`src/rtl/time_set_ctrl.sv`:
```
// MM:SS clock with two-button time setting and blinking edit field.
// Ports:
//   clk       system clock, rising edge
//   rst_n     async active-low reset
//   btn_mode  raw mode button (async, active-high)
//   btn_inc   raw increment button (async, active-high)
//   digits    BCD {min_tens, min_ones, sec_tens, sec_ones}
//   blank     per-digit blank mask, same order as digits
//   mode      00 RUN, 01 SET_MIN, 10 SET_SEC
//   tick_1hz  one-cycle pulse on each seconds advance
module time_set_ctrl #(
    parameter int TICK_DIV     = 50000000,
    parameter int DEBOUNCE_CYC = 1000000,
    parameter int BLINK_DIV    = 12500000
) (
    input  logic        clk,
    input  logic        rst_n,
    input  logic        btn_mode,
    input  logic        btn_inc,
    output logic [15:0] digits,
    output logic [3:0]  blank,
    output logic [1:0]  mode,
    output logic        tick_1hz
);

    localparam int TW = $clog2(TICK_DIV + 1);
    localparam int DW = $clog2(DEBOUNCE_CYC + 1);
    localparam int BW = $clog2(BLINK_DIV + 1);

    localparam logic [TW-1:0] TICK_MAX  = TW'(TICK_DIV - 1);
    localparam logic [DW-1:0] DB_MAX    = DW'(DEBOUNCE_CYC - 1);
    localparam logic [BW-1:0] BLINK_MAX = BW'(BLINK_DIV - 1);

    typedef enum logic [1:0] {
        RUN     = 2'b00,
        SET_MIN = 2'b01,
        SET_SEC = 2'b10
    } state_t;

    // bit 0 = mode button, bit 1 = inc button
    logic [1:0]         sync1;
    logic [1:0]         sync2;
    logic [1:0]         acc;
    logic [1:0]         acc_d;
    logic [1:0][DW-1:0] db_cnt;

    logic mode_p;
    logic inc_p;

    state_t        state;
    logic [TW-1:0] pre;
    logic [BW-1:0] blink_cnt;
    logic          phase;
    logic [7:0]    min_r;
    logic [7:0]    sec_r;
    logic [7:0]    min_nx;
    logic [7:0]    sec_nx;

    function automatic logic [7:0] bcd_inc(input logic [7:0] v);
        logic [7:0] r;
        if (v[3:0] == 4'd9) begin
            r[3:0] = 4'd0;
            r[7:4] = (v[7:4] == 4'd5) ? 4'd0 : v[7:4] + 4'd1;
        end else begin
            r[3:0] = v[3:0] + 4'd1;
            r[7:4] = v[7:4];
        end
        return r;
    endfunction

    // Accepted level flips only after DEBOUNCE_CYC straight cycles
    // of disagreement; any agreeing cycle restarts the count.
    always_ff @(posedge clk or negedge rst_n) begin
        if (!rst_n) begin
            sync1  <= '0;
            sync2  <= '0;
            acc    <= '0;
            acc_d  <= '0;
            db_cnt <= '0;
        end else begin
            sync1 <= {btn_inc, btn_mode};
            sync2 <= sync1;
            acc_d <= acc;
            for (int i = 0; i < 2; i++) begin
                if (sync2[i] == acc[i]) begin
                    db_cnt[i] <= '0;
                end else if (db_cnt[i] == DB_MAX) begin
                    db_cnt[i] <= '0;
                    acc[i]    <= sync2[i];
                end else begin
                    db_cnt[i] <= db_cnt[i] + 1'b1;
                end
            end
        end
    end

    // Mode wins a same-cycle collision; inc is dropped.
    assign mode_p = acc[0] & ~acc_d[0];
    assign inc_p  = acc[1] & ~acc_d[1] & ~mode_p;

    assign tick_1hz = (state == RUN) && (pre == TICK_MAX);

    always_comb begin
        sec_nx = bcd_inc(sec_r);
        min_nx = bcd_inc(min_r);
    end

    always_ff @(posedge clk or negedge rst_n) begin
        if (!rst_n) begin
            state     <= RUN;
            pre       <= '0;
            blink_cnt <= '0;
            phase     <= 1'b0;
            min_r     <= 8'h00;
            sec_r     <= 8'h00;
        end else begin
            // Restart blink on mode change so the new field shows first.
            if (mode_p) begin
                blink_cnt <= '0;
                phase     <= 1'b0;
            end else if (blink_cnt == BLINK_MAX) begin
                blink_cnt <= '0;
                phase     <= ~phase;
            end else begin
                blink_cnt <= blink_cnt + 1'b1;
            end

            // Held at 0 while editing and on leaving RUN or re-entering it.
            if (state != RUN || mode_p) begin
                pre <= '0;
            end else if (pre == TICK_MAX) begin
                pre <= '0;
            end else begin
                pre <= pre + 1'b1;
            end

            if (mode_p) begin
                unique case (state)
                    RUN:     state <= SET_MIN;
                    SET_MIN: state <= SET_SEC;
                    default: state <= RUN;
                endcase
            end

            if (tick_1hz) begin
                sec_r <= sec_nx;
                if (sec_r == 8'h59) begin
                    min_r <= min_nx;
                end
            end else if (inc_p && state == SET_MIN) begin
                min_r <= min_nx;
            end else if (inc_p && state == SET_SEC) begin
                sec_r <= sec_nx;
            end
        end
    end

    always_comb begin
        blank = 4'b0000;
        unique case (1'b1)
            state == SET_MIN: blank = {phase, phase, 2'b00};
            state == SET_SEC: blank = {2'b00, phase, phase};
            default:          blank = 4'b0000;
        endcase
    end

    assign digits = {min_r, sec_r};
    assign mode   = state;

endmodule
```
`config.mk`:
```
export PLATFORM = sky130hd
export DESIGN_NAME = time_set_ctrl
export DESIGN_NICKNAME = d
export VERILOG_FILES = /design/src/rtl/time_set_ctrl.sv
export SDC_FILE = /design/constraint.sdc
export NUM_CORES = 1
export LEC_CHECK = 0
export ABC_AREA = 1
export BUFFER_PORTS_ARGS = -buffer_cell sky130_fd_sc_hd__clkbuf_2
export CAP_MARGIN = 20
export CORE_UTILIZATION = 58
export CTS_BUF_LIST = sky130_fd_sc_hd__clkbuf_8
export DETAILED_ROUTE_END_ITERATION = 16
export PLACE_DENSITY = 0.82
export SLEW_MARGIN = 5
export SYNTH_ARGS = -nofsm -noshare
export SYNTH_HDL_FRONTEND = slang
export SYNTH_SLANG_ARGS = --single-unit
export TNS_END_PERCENT = 10
```
`constraint.sdc`:
```
create_clock -name clk -period 2.15 [get_ports clk]
set_input_delay 0.3225 -clock clk [delete_from_list [all_inputs] [get_ports clk]]
set_output_delay 0.3225 -clock clk [all_outputs]
set_load 0.01 [all_outputs]
```
==> results.txt <==
The flow ran to the end, and the final reports show no timing, DRC or antenna violations. The most common cell in the synthesized netlist is nand2_1. The mean post-synth cell area came out at 7.751 sq um. The total inserted antenna cells is 0.

Walking the worst path, the cells encountered are ha_2, nand2_4, nor2_8, nand2_1, nor2_2, nand3_2, inv_1, clkbuf_2. The worst path required time came out at 1.83 ns. The hold slack is 0.3507 ns. The actual transition at the worst max-transition pin came out at 0.5345 ns. The number of filler instances in the final layout is 889. The synthesized design contains 0 enable-type register cells. The post-synthesis net count came out at 845. Across the run, the number of max-cap violations was 0. The post-layout total power came out at 0.004059 W. For this block, the initial DRC count from the detailed router was 300. STA classifies the critical path endpoint as an output port. The final number of hold-violating endpoints is 0. After detailed routing, the average wire length per cell comes to 12.47 um. The maximum buffer depth of the clock tree is 2. The cell leakage power is 3.377 nW. The initial utilization of the core area, before any placement, comes to 59.49%.

The post-route netlist has 14.43% of its cells at a drive strength greater than 1. The number of design rule violations left after detail routing is 0. The share of the synthesized area in the top cell type came out at 45.40%. Counting distinct cell types in the post-synthesis netlist gives 42. The count of clock tree sinks is 117. For this design the ratio of total power to cell area is 560.0 nW/um^2. The number of antenna violations at the first check in global routing is 0. The final setup skew is 0.01376 ns. The worst-case vdd ir drop is 0.0006757 V.

The TritonCTS clock tree is built. The net count of the finished layout is 902. After synthesis the netlist holds a flip-flop and latch count of 117. STA classifies the critical path startpoint as a register. Timing would allow up to 0.4853 GHz. The share of synthesized registers carrying an async set or reset came out at 100.0%. After detailed routing, the number of vias per cell comes to 5.179. The width of the die came out at 107.4 um.

Before antenna repair, the detailed router went through 5 iterations. The total count of max-transition violations in the final report is 0. The half-perimeter wire length after placement is 9256 um. Global routing used 25.12% of the available tracks across all layers. The H-tree depth came out at 4. The via count of the first global-routing pass is 5,014. The largest individual stage delay along the critical path comes from the cell dfrtp_1. The insertion delay of the later-clocked pin in the worst-skew pair is 0.44 ns. Summed over all instances, the cell type with the most area after synthesis is dfrtp_1.

The largest driver fanout on the critical path is 3. The min-delay analysis places its worst path in the category reg2reg. The area growth from synthesis to layout is 12.38%.

The family of cells with the greatest summed delay on the critical path is simple AND/OR/NAND/NOR gates. The total I/O pin count is 27. The number of rows created at floorplan is 38. After synthesis, the most frequently instantiated cells are nand2_1, nor2_1, dfrtp_1. In the post-route analysis, the smallest setup slack over all paths is 0.08953 ns. The critical path buffer and inverter count came out at 2.

The first global-routing pass estimated 22,560 um of wire. The count of vias placed by the detailed router came out at 5,391. The critical path arrival is 1.74 ns. The headroom to the max-slew limit is 64.13%.

The worst setup slack before clock tree synthesis is 0.3545 ns. For this run, the leading register cell type out of synthesis is dfrtp_1. After technology mapping, the gate count stands at 832. The time the final worst path needs with I/O delays and setup is 2.060 ns. The clock-pin slew on the worst setup and hold paths came out at 0.07 ns. The core area is 10,840 sq um.

In this run the remaining antenna-violating nets after routing total 0. The full die area is 11,540 sq um. The worst setup path is of the reg2out kind.

The die height is 107.4 um. The largest stage delay on the critical path is 0.38 ns. The number of warnings issued by yosys came out at 0. Yosys attributes the largest share of cell area to dfrtp_1, nand2_1, nor2_1. Routability-driven placement finished with a final weighted congestion of 0.9141. Of the available clock period, the critical path in the final layout requires 95.84%. For the final routed database, the setup TNS stands at 0 ns. The total length of routed wires is 12,980 um. The total clock buffers created by CTS is 17. The global-route congestion overflow total came out at 0. The count of buffers from port buffering is 26.

CTS placed an instance of clkbuf_8 at the clock tree root. The share of the Yosys chip area taken by registers is 45.40%. The cell area that synthesis handed to floorplanning was 6449 sq um. The largest net degree at the start of global routing came out at 57. Setup violations remaining at the end of the flow were counted as 0.
## what timing repair did
item	4_1_cts	5_1_grt
setup buffers	2	4
hold endpoints to repair	32	0
endpoints found under the setup margin	1	1
hold buffers	3	0
pin swaps	1	3
gates resized for setup	0	7
## power by group
part | switching [W] | internal (W) | leakage, nW | total, W
Combinational | 0.0000673 | 0.0000256 | 1.61 | 0.0000928
Clock | 0.000899 | 0.000845 | 0.175 | 0.00174
Sequential | 0.00000803 | 0.00221 | 1.59 | 0.00222
Total | 0.000974 | 0.00308 | 3.38 | 0.00406
## cell type report
cell class	instances	area, sq um	area share [%]
timing repair buffer	44	287.8	3.971
sequential	117	2928	40.40
tap	140	175.2	2.417
multi-input combinational	603	3112	42.94
inverter	106	397.9	5.490
clock buffer	19	261.5	3.608
clock inverter	12	85.08	1.174
## kinds of logic (layout without fill, tap and decap cells)
group                    after synthesis  count (layout)  share of synthesized area [%]
AO/OA/AOI/OAI                         64              64                          5.666
buffers and inverters                112             181                          6.694
adder cells (fa/ha/maj)                9               9                          1.746
XOR/XNOR                              31              31                          4.210
AND/OR/NAND/NOR                      499             499                          36.28
flip-flops                           117             117                          45.40
## registers in the layout (all words and copies together) (netlist names)
register	cells
min_r	8
blink_cnt	24
sec_r	8
pre	26
acc_d	2
mode	2
db_cnt	40
phase	1
acc	2
sync2	2
sync1	2
## path summary, 6_finish.rpt
| kind | slack (ns) | cells past startpoint | end | from |
|---|---|---|---|---|
| hold reg to reg | 0.35 | 0 | sync2[1]$_DFF_PN0_ | sync1[1]$_DFF_PN0_ |
| max in group asynchronous | 1.08 | 3 | pre[22]$_DFF_PN0_ | rst_n |
| hold / removal | 0.35 | 0 | sync2[1]$_DFF_PN0_ | sync1[1]$_DFF_PN0_ |
| setup / recovery | 0.09 | 8 | tick_1hz | pre[1]$_DFF_PN0_ |
| setup reg to reg | 0.27 | 9 | pre[19]$_DFF_PN0_ | pre[1]$_DFF_PN0_ |
| min in group asynchronous | 0.38 | 2 | blink_cnt[4]$_DFF_PN0_ | rst_n |
## layer usage
metal	GRT usage, %	vias up	part of all wire (%)	routed length (um)
met5	0	-	0	0
li1	-	2765	-	-
met1	33.48	2515	47	6166
met2	39.68	96	47	6070
met3	7.143	15	4.4	565
met4	8.121	0	1.4	182
## layout by cell type (no fill, tap or decap), drive strengths merged, types with 3 or more instances in the layout
master,Yosys,layout
clkinv,0,8
buf,5,16
nand3b,3,3
nor3b,7,7
xnor2,9,9
clkbuf,1,44
ha,9,9
dlygate4sd3,0,3
nor3,45,45
clkinvlp,0,3
xor2,22,22
nand3,57,57
nand4,13,13
or2,3,3
and3,4,4
a31oi,8,8
a21oi,29,29
inv,106,107
nand2,194,194
dfrtp,117,117
nor2,171,171
o21ai,22,22
## per-stage QoR
step | util (%) | cell area [sq um] | cells
after floorplan | - | 6449 | 832
after global placement | 62.75 | 6803 | 1001
after detailed placement | 62.75 | 6803 | 1001
after CTS | 66.37 | 7194 | 1037
after global routing | 66.85 | 7247 | 1041
final | 66.85 | 7247 | 1041
No activity file was read; power rests on OpenSTA's default activity.
